### config.mk
export PLATFORM = sky130hd
export DESIGN_NAME = mosq_detector_bank
export DESIGN_NICKNAME = d
export VERILOG_FILES = /design/src/rtl/mosq_detector_bank.sv
export SDC_FILE = /design/constraint.sdc
export NUM_CORES = 1
export LEC_CHECK = 0
export ABC_AREA = 1
export CAP_MARGIN = 15
export CORE_ASPECT_RATIO = 1.2
export CORE_MARGIN = 2
export CORE_UTILIZATION = 50
export CTS_BUF_LIST = sky130_fd_sc_hd__clkbuf_4
export DETAILED_ROUTE_END_ITERATION = 12
export PLACE_DENSITY = 0.75
export SYNTH_ARGS = -nofsm -noshare
export SYNTH_HDL_FRONTEND = slang
export SYNTH_SLANG_ARGS = --single-unit
### constraint.sdc
create_clock -name clk -period 7.63 [get_ports clk]
set_clock_uncertainty 0.15 [all_clocks]
set_input_delay 1.1445 -clock clk [delete_from_list [all_inputs] [get_ports clk]]
set_output_delay 1.1445 -clock clk [all_outputs]
set_load 0.01 [all_outputs]
### src/rtl/mosq_detector_bank.sv
`default_nettype none
// ============================================================================
// Module   : mosq_detector_bank
// Brief    : Multi-channel debounced mosquito presence detector with a shared
//            saturating detection event counter.
// Revision : 1.0
// ============================================================================
module mosq_detector_bank #(
  parameter int N_CH       = 4,
  parameter int ON_THRESH  = 4,
  parameter int OFF_THRESH = 500,
  parameter int EVT_W      = 16
) (
  input  logic              clk,
  input  logic              rst,
  input  logic              in_en,
  input  logic [N_CH-1:0]   is_large,
  input  logic              clr_cnt,
  output logic [N_CH-1:0]   is_mosq,
  output logic [N_CH-1:0]   det_pulse,
  output logic              any_mosq,
  output logic [EVT_W-1:0]  evt_cnt
);

  localparam int RUN_W  = $clog2(ON_THRESH + 1);
  localparam int HOLD_W = $clog2(OFF_THRESH + 1);
  localparam int CNT_W  = $clog2(N_CH + 1);
  localparam int SUM_W  = EVT_W + CNT_W + 1;

  localparam logic [RUN_W-1:0]  ON_MAX  = RUN_W'(ON_THRESH);
  localparam logic [HOLD_W-1:0] OFF_MAX = HOLD_W'(OFF_THRESH);
  localparam logic [EVT_W-1:0]  EVT_MAX = '1;

  typedef enum logic [0:0] {
    S_IDLE     = 1'b0,
    S_DETECTED = 1'b1
  } state_e;

  logic [N_CH-1:0] w_pulse_d;

  for (genvar i = 0; i < N_CH; i++) begin : g_ch
    state_e             state_q, state_d;
    logic [RUN_W-1:0]   run_q, run_d, run_inc;
    logic [HOLD_W-1:0]  hold_q, hold_d, hold_inc;
    logic               pulse_q, pulse_d;

    assign run_inc  = (run_q == ON_MAX)   ? run_q  : run_q + 1'b1;
    assign hold_inc = (hold_q == OFF_MAX) ? hold_q : hold_q + 1'b1;

    always_comb begin
      state_d = state_q;
      run_d   = run_q;
      hold_d  = hold_q;
      pulse_d = 1'b0;
      if (in_en) begin
        case (state_q)
          S_IDLE: begin
            if (!is_large[i]) begin
              run_d = '0;
            end else if (run_inc == ON_MAX) begin
              state_d = S_DETECTED;
              pulse_d = 1'b1;
              run_d   = '0;
              hold_d  = '0;
            end else begin
              run_d = run_inc;
            end
          end
          default: begin
            // A large sample retriggers the release hold.
            if (is_large[i]) begin
              hold_d = '0;
            end else if (hold_inc == OFF_MAX) begin
              state_d = S_IDLE;
              run_d   = '0;
              hold_d  = '0;
            end else begin
              hold_d = hold_inc;
            end
          end
        endcase
      end
    end

    always_ff @(posedge clk or posedge rst) begin
      if (rst) begin
        state_q <= S_IDLE;
        run_q   <= '0;
        hold_q  <= '0;
        pulse_q <= 1'b0;
      end else begin
        state_q <= state_d;
        run_q   <= run_d;
        hold_q  <= hold_d;
        pulse_q <= pulse_d;
      end
    end

    assign w_pulse_d[i] = pulse_d;
    assign is_mosq[i]   = (state_q == S_DETECTED);
    assign det_pulse[i] = pulse_q;
  end : g_ch

  assign any_mosq = |is_mosq;

  logic [EVT_W-1:0] evt_q, evt_d, evt_base;
  logic [CNT_W-1:0] pop;
  logic [SUM_W-1:0] evt_sum;

  // Clear drops the old total but keeps detections landing on the same edge.
  always_comb begin
    pop = '0;
    for (int k = 0; k < N_CH; k++) begin
      pop = pop + CNT_W'(w_pulse_d[k]);
    end
    evt_base = clr_cnt ? '0 : evt_q;
    evt_sum  = SUM_W'(evt_base) + SUM_W'(pop);
    evt_d    = (evt_sum > SUM_W'(EVT_MAX)) ? EVT_MAX : evt_sum[EVT_W-1:0];
  end

  always_ff @(posedge clk or posedge rst) begin
    if (rst) begin
      evt_q <= '0;
    end else begin
      evt_q <= evt_d;
    end
  end

  assign evt_cnt = evt_q;

endmodule
`default_nettype wire

=== Word-level counts from Yosys, hierarchy flattened ===
Index checks and enable logic that the tools add are counted.
W data, S select, Z words.

* Magnitude comparators: 1
* Equal/unequal tests: 24
* Mux-type cells: 78
* Add/subtract/negate cells: 12
* Reductions and logical operators: 17

{| class="wikitable"
|+ Operators with widths
! kind !! number
|-
| $mux W9 || 24
|-
| $eq A9 B9 Y1 const B || 8
|-
| $mux W3 || 24
|-
| $add A9 B1 Y9 const B || 4
|-
| $mux W16 || 2
|-
| $mux W1 || 28
|-
| $eq A3 B3 Y1 const B || 8
|-
| $reduce_and A3 Y1 || 8
|-
| $add A16 B3 Y17 || 1
|-
| $gt A17 B16 Y1 const B || 1
|-
| $reduce_bool A2 Y1 || 8
|-
| $add A3 B1 Y3 const B || 4
|-
| $ne A2 B1 Y1 const B || 4
|-
| $ne A2 B2 Y1 const B || 4
|-
| $reduce_or A4 Y1 || 1
|-
| $add A2 B1 Y3 || 1
|-
| $add A3 B1 Y3 || 1
|-
| $add A1 B1 Y2 || 1
|}

* Register bits after elaboration: 72
* Input port bits: 8
* Logic and storage cells: 149

=== Logic depth before layout (Yosys ltp) ===
Gate-level depths: netlist of the first run.

* Depth after elaboration: 13
* Depth in mapped cells: 24
* Depth with buffers taken out: 24

=== Worst setup path before layout of the first run ===
OpenSTA, ideal clock, no wires.

* Path kind: input -> register
* Start point: in in_en
* End point: reg evt_q[12], in the netlist evt_cnt[12]
* Slack: 3.847 ns
* Data required time: 7.412 ns
* Arrival: 3.565 ns
* Stages: 15
* Cell sequence: inv_2 > clkbuf_1 > nor2_1 > inv_1 > fa_1 > fa_1 > inv_1 > fa_1 > nand2_2 > nor2_4 > nand3_2 > nor2_2 > nand3_2 > buf_6 > nand3_1

* Elaborated cells on any way between the ends: 10
* Those cells by class: 4 x add/sub; 1 x order compare; 5 x mux

{| class="wikitable"
|+ RTL lines
! what !! line !! text
|-
| from (decl) || 16 || <nowiki>input logic in_en,</nowiki>
|-
| $mux W1 * || 55 || <nowiki>if (in_en) begin</nowiki>
|-
| net g_ch[3].pulse_d || 45 || <nowiki>logic pulse_q, pulse_d;</nowiki>
|-
| $add A3 B1 Y3 * || 114 || <nowiki>pop = pop + CNT_W'(w_pulse_d[k]);</nowiki>
|-
| $add A16 B3 Y17 * || 117 || <nowiki>evt_sum = SUM_W'(evt_base) + SUM_W'(pop);</nowiki>
|-
| $gt A17 B16 Y1 || 118 || <nowiki>evt_d = (evt_sum > SUM_W'(EVT_MAX)) ? EVT_MAX : evt_sum[EVT_W-1:0];</nowiki>
|-
| $mux W16 * || 118 ||
|-
| net evt_d[12] || 106 || <nowiki>logic [EVT_W-1:0] evt_q, evt_d, evt_base;</nowiki>
|-
| to (signal assigned) || 125 || <nowiki>evt_q <= evt_d;</nowiki>
|-
| to (decl) || 106 ||
|}

Mark *: on every way through the listed nets, which the timed path passes. The rest lies on a longest branch.
A chain may end at the register's enable or synchronous reset.

=== Worst setup path after layout of the first run ===
* Start point: in in_en
* End point: reg evt_q[2], in the netlist evt_cnt[2]

* Longest elaborated chain between the ends: 7
* Elaborated cells on any way between the ends: 10
* Those cells by class: 4 x add/sub; 1 x order compare; 5 x mux

{| class="wikitable"
|+ RTL lines
! what !! line
|-
| $mux W1 * || 55
|-
| net g_ch[0].pulse_d || 45
|-
| $add A1 B1 Y2 * || 114
|-
| $add A2 B1 Y3 * || 114
|-
| $add A3 B1 Y3 * || 114
|-
| $add A16 B3 Y17 * || 117
|-
| $gt A17 B16 Y1 || 118
|-
| $mux W16 * || 118
|-
| net evt_d[2] || 106
|}

Marks and branches as above.

==> results.tsv, run 1 <==
metric	value	unit
status	finished clean	
Synth Net Count	709	
Num CTS Buffers	9	
Max Cap Viol	0	
initial antenna violation count	0	
Die W	94.6	µm
RSZ-0062 raised after global routing	no	
Final setup viols	0	
hpwl dp	7.74	mm
antenna-violating nets left	0	
Mapped Area	0.00492	mm²
Tot Pwr	0.672	mW
WL/cell	12.5	µm
top cells by area, synth	dfrtp_1 (37%), nand2_1 (14%), inv_1 (8.2%), nand3_1 (6.2%), nor2_1 (4.7%)	
post-synth cell types	40	
worst vdd ir	0.0000851	V
cells along the critical path	clkdlybuf4s50_1, inv_2, nor3_1, nand3_1, nor2_1, inv_1, fa_1, fa_1, inv_1, fa_1, nand2_2, nor2_4, nand3_2, nor2_2, nand3_2, o21ai_0	
Worst setup SP type	input pin	
hold_sp	g_ch[1].run_q[1]	
yosys warns	0	
Initial Utilization	51.4	%
Setup Buffers After CTS	0	
worst hold endpoint	g_ch[1].run_q[1]	
Root Driver	clkbuf_4	
Syn-to-layout area delta	9.72	%
Final nets	739	
Final GP Congestion	0.925	
drt total wl	10.4	mm
hold_buf cts	0	
Cell Pwr Density	125	mW/mm²
WP data arrival	4.94	ns
launch point of the worst reg-to-reg path	g_ch[1].run_q[0]	
slowest CP cell	clkdlybuf4s50_1	
CP required	7.81	ns
fillers	910	
ANT cells	0	
Critical Path Sink Type	register	
H-tree depth	3	
worst r2r dst	evt_cnt[2]	
slowest cell delay on critical path	0.78	ns
standard-cell row count	39	
Post-Syn Area per Cell	7.22	µm²
R2R Setup Slk	3.64	ns
Multi-input gate area	0.00259	mm²
height of the die	113	µm
Pleak	2.58	nW
synthesized flop and latch total	72	
Congestion Overflow GR	0	
vias in the first global route	4251	
DRT iter0 DRCs	237	
IO Count	33	
Clock Latency Late Sink	0.41	ns
max-slew violations	0	
DR vias/cell	5.23	
maximum clock rate	0.210	GHz
CTS tree	done	
Synth Instances	681	
Yosys top cell area share	36.6	%
layout cells sized above 1	10.9	%
largest net degree at the start of global routing	73	
crit path kind	input pin to register	
worst min path class	register to register	
crit path setup slack, layout	2.86	ns
first-pass GRT wire length	18.5	mm
hold path cells	2	
die area	0.0107	mm²
worst-margin pin slew	0.932	ns
CP dominant cell by count	fa_1	
max_slew headroom	37.9	%
CTS Buffer Depth	2	
Reg area	0.00180	mm²
DRC	0	
total vias in the final route	4380	
Setup Total Neg Slack	0	ns
drt first pass iters	6	
Seq/Total Area, Yosys	36.6	%
clk slew on worst S/H paths	0.11	ns
FF-to-FF path depth	20	
Fin. Hold Viols	0	
CP max FO	16	
cts repair resizes	0	
pre-CTS setup slack	2.46	ns
minimum clock period	4.77	ns
Port Buffers	32	
Tcrit/Tclk final	62.5	%
Total Routing Usage GR	21.5	%
clk sink count	72	
Core ar.	0.00956	mm²
cell taking the most area after synthesis	dfrtp_1	
==> state kept, by name, summed over array words and instances, names as in the netlist <==
| name | flops |
|---|---|
| g_ch.pulse_q | 4 |
| g_ch.run_q | 12 |
| g_ch.hold_q | 36 |
| g_ch.state_q | 4 |
| evt_cnt | 16 |
==> cells in the final DEF (no fill, tap or decap), types with 4 or more instances in the layout <==
master / count
xor2_1: 12
nor2_1: 61
dfrtp_1: 72
ha_1: 17
nor2_4: 7
clkdlybuf4s50_1: 32
o21bai_1: 4
inv_2: 7
nor2_2: 15
a21oi_1: 12
nand2_1: 183
o21ai_0: 20
inv_1: 106
nand3_1: 61
nand2_2: 15
clkbuf_4: 12
o21ai_1: 7
nand4_1: 14
nand3_2: 9
o22ai_1: 12
nor3_1: 7
==> cell families (layout without fill, tap and decap cells) <==
logic type               after synthesis  count (layout)  synth area share, %
AO/OA/AOI/OAI                         63              63                 7.45
XOR/XNOR                              16              16                 3.00
adder cells (fa/ha/maj)               20              20                 5.54
buffers and inverters                128             161                 10.8
flip-flops                            72              72                 36.6
AND/OR/NAND/NOR                      382             382                 36.6
==> metrics by stage <==
| stage | instances | utilization (%) | hold WS (ns) | area (µm²) |
|---|---|---|---|---|
| floorplan | 681 | - | 0.312 | 4920 |
| detailed placement | 823 | 55.4 | 0.339 | 5300 |
| finish | 837 | 56.4 | 0.365 | 5400 |
| global placement | 823 | 55.4 | 0.331 | 5300 |
| CTS | 837 | 56.4 | 0.366 | 5400 |
| global route | 837 | 56.4 | 0.396 | 5400 |
==> where the power goes <==
part	switching, mW	internal (mW)	leakage [nW]
combinational	0.0482	0.0232	1.54
clock	0.127	0.0734	0.0607
sequential	0.0116	0.389	0.974
==> metal layers <==
metal	up-vias	GRT usage [%]	wire [µm]
li1	2205	-	-
met4	0	8.50	183
met2	93	34.6	4910
met3	14	2.89	351
met5	-	0	0
met1	2068	29.4	4990
==> how the worst max path moves through the flow <==
stage	from	slack, ns	to
final	in_en	2.86	evt_cnt[2]
after global routing	in_en	2.45	evt_cnt[2]
after CTS	in_en	2.89	evt_cnt[2]
after detailed placement	in_en	2.46	evt_cnt[2]
after global placement	in_en	2.61	evt_cnt[15]
after floorplan	in_en	3.85	evt_cnt[12]
==> layout make-up <==
type                    count  area share (%)
multi-input cells         481            47.9
flip-flops and latches     72            33.4
inverters                 114            7.95
repair buffers             33            6.07
well taps                 123            2.85
clock buffers              12            1.67
clock inverters             2           0.162
==> worst max-delay path, delay by kind of cell <==
family	cells	cell delay [ns]
and+or+nand+nor	8	1.30
buffers and inverters	4	1.20
adders and majority gates	3	1.11
AOI/OAI and AO/OA	1	0.18
==> synthesized netlist by cell type, drive strengths merged <==
master and number:
nand4 14, clkbuf 2, nand2 200, o211ai 3, dfrtp 72, nand3 71
o2111ai 1, xor2 13, xnor2 3, nor3b 1, nor2 83, a31o 1
buf 12, ha 17, nand3b 1, a21oi 14, o21bai 4, o22ai 12
fa 3, inv 113, o21ai 28, or2 1, nor3 8, and2 1
or4 2, clkinv 1
No activity file was read; power rests on OpenSTA's default activity.
==> inputs of run 2 (changes only) <==
Clock period 7.63 ns to 4.8 ns, I/O delays scaled along.
==> results.tsv, run 2 (synthesis gave the netlist of run 1 again) <==
metric	value	unit	change
design area	0.00545	mm²	+0.90%
antenna-violating nets left	0		unchanged
slowest cell delay on critical path	0.51	ns	-0.27 ns
ANT cells	0		unchanged
crit path kind	register to register		
WL/cell	12.3	µm	-1.3%
CP max FO	16		unchanged
R2R Setup Slk	0.82	ns	-2.82 ns
clk slew on worst S/H paths	0.12	ns	about the same
crit path buf inv count	4		unchanged
DRT iter0 DRCs	206		-13%
Clock Latency Late Sink	0.44	ns	+0.03 ns
cts repair resizes	0		unchanged
standard-cell row count	39		unchanged
max reg flops	36		unchanged
cells along the critical path	inv_1, ha_1, nand2_1, xor2_1, nand2_1, nor2_1, inv_1, nor2_1, inv_1, fa_1, fa_1, inv_1, fa_1, nand2_2, nor2_4, nand3_2, nor2_2, nand3_2, o211ai_1		
Initial Utilization	51.4	%	unchanged
IO Count	33		unchanged
total vias in the final route	4373		-0.16%
worst hold endpoint	g_ch[1].run_q[0]		
Final setup viols	0		unchanged
Die W	94.6	µm	unchanged
DRC	0		unchanged
Setup Buffers After CTS	0		unchanged
max_slew headroom	61.4	%	+24 points
Final GP Congestion	0.873		-5.6%
Core ar.	0.00956	mm²	unchanged
Tcrit/Tclk final	83.0	%	
layout cells sized above 1	11.1	%	+0.20 points
pre-CTS setup slack	0.582	ns	-1.87 ns
hold_sp	g_ch[1].run_q[0]		
area of placed instances	0.00532	mm²	+0.42%
first-pass GRT wire length	18.2	mm	-1.5%
met2 Use GR	34.5	%	-0.14 points
FF-to-FF path depth	19		-5.0%
Syn-to-layout area delta	10.7	%	
worst min path class	register to register		
Pleak	2.60	nW	+0.93%
hold_buf cts	0		unchanged
most frequent cells in the layout	nand2_1 (183), inv_1 (106), dfrtp_1 (72)		
gr busiest metal	met2		
max-slew violations	0		unchanged
Fin. Hold Viols	0		unchanged
Num CTS Buffers	9		unchanged
Port Buffers	32		unchanged
status	finished clean		
WP data arrival	4.19	ns	-0.75 ns
vias in the first global route	4286		+0.82%
hpwl dp	7.89	mm	+1.9%
Setup Total Neg Slack	0	ns	unchanged
CTS Buffer Depth	2		unchanged
Cell Pwr Density	206	mW/mm²	+65%
minimum clock period	3.98	ns	
Max Cap Viol	0		unchanged
crit path setup slack, layout	0.816	ns	-2.05 ns
die area	0.0107	mm²	unchanged
worst r2r dst	evt_cnt[3]		
commonest non-fill, non-tap cell in the layout	nand2_1		
hold path cells	2		unchanged
clk sink count	72		unchanged
height of the die	113	µm	unchanged
Critical Path Sink Type	register		
H-tree depth	3		unchanged
DR vias/cell	5.19		-0.75%
Congestion Overflow GR	0		unchanged
CTS tree	done		
critical path's top delay family	adder cells		
RSZ-0062 raised after global routing	no		
largest net degree at the start of global routing	48		-34%
Tot Pwr	1.12	mW	+66%
GR Util met1	28.1	%	-1.3 points
launch point of the worst reg-to-reg path	g_ch[1].run_q[0]		
worst vdd ir	0.000146	V	+71%
grt met3 use	4.63	%	+1.7 points
Final nets	742		+0.41%
Biggest register	g_ch.hold_q		
Worst setup SP type	register		
slowest CP cell	fa_1		
CP dominant cell by count	inv_1		
drt total wl	10.4	mm	-0.72%
drt first pass iters	5		-1
Total Routing Usage GR	21.5	%	about the same
initial antenna violation count	0		unchanged
Root Driver	clkbuf_4		
CP required	5.01	ns	-2.80 ns
worst-margin pin slew	0.579	ns	-0.353 ns
maximum clock rate	0.251	GHz	
run 2: changes by cell type in the layout (fill, tap and decap cells not counted):
cell and delta:
clkinv_1 +3, buf_4 +3, bufinv_16 +1, clkbuf_4 -2
run 2: worst max-delay path by stage:
stage | start | end | slack, ns | depth (start not counted)
6_report | g_ch[1].run_q[0] | evt_cnt[3] | 0.82 | 19
3_5_place_dp | is_large[3] | evt_cnt[2] | 0.58 | 16
4_1_cts | g_ch[1].run_q[0] | evt_cnt[2] | 0.81 | 19
3_3_place_gp | in_en | evt_cnt[3] | 0.65 | 16
5_1_grt | g_ch[1].run_q[0] | evt_cnt[3] | 0.39 | 19
2_1_floorplan | g_ch[1].run_q[0] | evt_cnt[12] | 1.34 | 21
run 2: cell type report:
cell class                      instances  area (µm²)
Fill cell                             922        4120
Multi-Input combinational cell        481        2590
Timing Repair Buffer                   36         350
Clock inverter                          6        50.0
Sequential cell                        72        1800
Inverter                              114         429
Tap cell                              123         154
Clock buffer                           10        75.1
run 2: worst reg2reg max path: stages (launching register included):
cell,delay (ns)
dfrtp_1,0.39
inv_1,0.08
ha_1,0.19
nand2_1,0.13
xor2_1,0.28
nand2_1,0.12
nor2_1,0.11
inv_1,0.06
nor2_1,0.12
inv_1,0.08
fa_1,0.51
fa_1,0.40
inv_1,0.09
fa_1,0.23
nand2_2,0.10
nor2_4,0.15
nand3_2,0.11
nor2_2,0.13
nand3_2,0.28
o211ai_1,0.20
run 2: report_power, final:
part / total, mW / leakage (nW) / switching, mW / internal [mW]
clock network: 0.367 / 0.0703 / 0.210 / 0.157
registers: 0.638 / 0.974 / 0.0188 / 0.619
logic: 0.114 / 1.56 / 0.0753 / 0.0387
total: 1.12 / 2.60 / 0.304 / 0.815
run 2: layer usage:
| metal | up-vias | wire, µm | share of wire (%) |
|---|---|---|---|
| met4 | 0 | 250 | 2.4 |
| met5 | - | 0 | 0 |
| li1 | 2218 | - | - |
| met3 | 19 | 392 | 3.8 |
| met1 | 2047 | 4790 | 46 |
| met2 | 89 | 4920 | 48 |
run 2: per-stage QoR:
step	utilization (%)	instances	hold slack [ns]
2_1_floorplan	-	681	0.312
3_3_place_gp	55.6	826	0.332
3_5_place_dp	55.6	826	0.337
4_1_cts	56.9	842	0.366
5_1_grt	56.9	842	0.394
6_report	56.9	842	0.364
==> inputs of run 3 (changes only) <==
Clock period 4.8 ns to 3.98 ns, I/O delays scaled along.
==> results.tsv, run 3 (synthesis gave the netlist of run 1 again) <==
metric	value	unit	change
clk slew on worst S/H paths	0.13	ns	about the same
WL/cell	12.5	µm	+1.9%
slowest CP cell	fa_1		
cells along the critical path	inv_1, ha_1, nand2_1, xor2_1, nor2_1, nand3_1, nor2_1, inv_1, nor2_2, inv_1, fa_1, fa_2, inv_2, nand2_1, nand2_1, nand2_2, nor2_4, nand2_2, nor3_4, nand3_1, xor2_1, nand2_1		
Critical Path Sink Type	register		
drt total wl	10.7	mm	+3.7%
CP dominant cell by count	nand2_1		
status	finished clean		
ANT cells	0		unchanged
CTS tree	done		
max reg flops	36		unchanged
Final nets	757		+2.0%
hold_buf cts	0		unchanged
total vias in the final route	4468		+2.2%
worst vdd ir	0.000165	V	+13%
R2R Setup Slk	0.26	ns	-0.56 ns
CTS Buffer Depth	2		unchanged
launch point of the worst reg-to-reg path	g_ch[3].run_q[0]		
antenna-violating nets left	0		unchanged
minimum clock period	3.72	ns	-0.260 ns
Tcrit/Tclk final	93.6	%	+11 points
max-slew violations	0		unchanged
Biggest register	g_ch.hold_q		
Worst setup SP type	register		
max_slew headroom	36.9	%	-25 points
CP max FO	4		-12
worst min path class	register to register		
Final setup viols	0		unchanged
Final GP Congestion	0.868		-0.49%
crit path buf inv count	4		unchanged
Initial Utilization	51.4	%	unchanged
Pleak	2.70	nW	+3.9%
Cell Pwr Density	270	mW/mm²	+31%
initial antenna violation count	0		unchanged
Critical Path Source	g_ch[3].run_q[0]		
Max Cap Viol	0		unchanged
hpwl dp	7.89	mm	about the same
Congestion Overflow GR	0		unchanged
IO Count	33		unchanged
drt first pass iters	5		unchanged
final hold slack	0.372	ns	+0.00751 ns
post-route insts no fill	857		+1.8%
Total Routing Usage GR	21.4	%	-0.022 points
CP required	4.17	ns	-0.84 ns
Root Driver	clkbuf_4		
Fin. Hold Viols	0		unchanged
standard-cell row count	39		unchanged
worst r2r dst	evt_cnt[13]		
Tot Pwr	1.52	mW	+36%
commonest non-fill, non-tap cell in the layout	nand2_1		
Port Buffers	32		unchanged
H-tree depth	3		unchanged
critical path's top delay family	simple AND/OR/NAND/NOR gates		
design area	0.00565	mm²	+3.7%
Crit. path cell count	22		+3
die area	0.0107	mm²	unchanged
DRT iter0 DRCs	267		+30%
height of the die	113	µm	unchanged
area of placed instances	0.00539	mm²	+1.3%
layout cells sized above 1	14.7	%	+3.6 points
most frequent cells in the layout	nand2_1 (182), inv_1 (104), dfrtp_1 (72)		
Die W	94.6	µm	unchanged
clk sink count	72		unchanged
worst-margin pin slew	0.947	ns	+0.369 ns
fillers	896		-2.8%
FF-to-FF path depth	22		+3
Syn-to-layout area delta	14.8	%	
Inst Count DP	835		+1.1%
DR vias/cell	5.21		+0.38%
Core ar.	0.00956	mm²	unchanged
crit path kind	register to register		
endpoint of the worst setup timing path	evt_cnt[13]		
Num CTS Buffers	9		unchanged
WP data arrival	3.91	ns	-0.28 ns
largest net degree at the start of global routing	73		+52%
slowest cell delay on critical path	0.51	ns	about the same
Clock Latency Late Sink	0.45	ns	about the same
hold_sp	g_ch[2].run_q[1]		
first-pass GRT wire length	18.3	mm	+0.49%
maximum clock rate	0.269	GHz	+7.0%
vias in the first global route	4205		-1.9%
DRC	0		unchanged
run 3: changes by cell type in the layout (fill, tap and decap cells not counted), sizes merged:
cell and delta:
buf +15, bufinv +2, clkinv -3, clkinvlp +1
run 3: power breakdown:
group	internal [mW]	switching, mW
registers	0.747	0.0233
clock network	0.323	0.287
logic	0.0504	0.0945
total	1.12	0.405
run 3: per-stage QoR:
step | worst slack [ns] | util [%] | setup TNS, ns
after floorplan | 0.522 | - | 0
after global placement | 0.126 | 56.3 | 0
after detailed placement | 0.0263 | 56.3 | 0
after CTS | 0.172 | 58.3 | 0
after global routing | -0.0195 | 59.1 | -0.0195
final | 0.256 | 59.1 | 0
run 3: worst min path at each step:
stage / to / slack, ns / cells past startpoint
3_5_place_dp: g_ch[1].run_q[1] / 0.34 / 2
4_1_cts: g_ch[1].run_q[1] / 0.37 / 2
6_report: g_ch[2].run_q[1] / 0.37 / 2
3_3_place_gp: g_ch[2].run_q[2] / 0.34 / 2
2_1_floorplan: g_ch[2].run_q[2] / 0.31 / 2
5_1_grt: g_ch[2].run_q[2] / 0.41 / 2
run 3: layout make-up:
cell class,count,area [µm²],share of cell area (%)
Multi-Input combinational cell,481,2620,46.3
Sequential cell,72,1800,31.9
Timing Repair Buffer,51,463,8.20
Inverter,114,429,7.60
Tap cell,123,154,2.72
Clock inverter,6,108,1.91
Clock buffer,10,75.1,1.33
run 3: repair_timing:
item | 4_1_cts | 5_1_grt
resized for setup | 0 | 10
setup buffers | 0 | 6
endpoints found under the hold margin | 0 | 0
endpoints found under the setup margin | 0 | 16
run 3: per-layer routing:
metal  GRT usage [%]  vias to the layer above  wire length [µm]
li1                -                     2251                 -
met4            8.79                        0               199
met2            34.3                      103              5090
met1            28.6                     2099              5010
met5               0                        -                 0
met3            4.03                       15               447
run 3: tightest hold or removal path, cell delays in order (launching register included):
cell	delay, ns
dfrtp_1	0.39
nand2_1	0.06
nand2_1	0.05
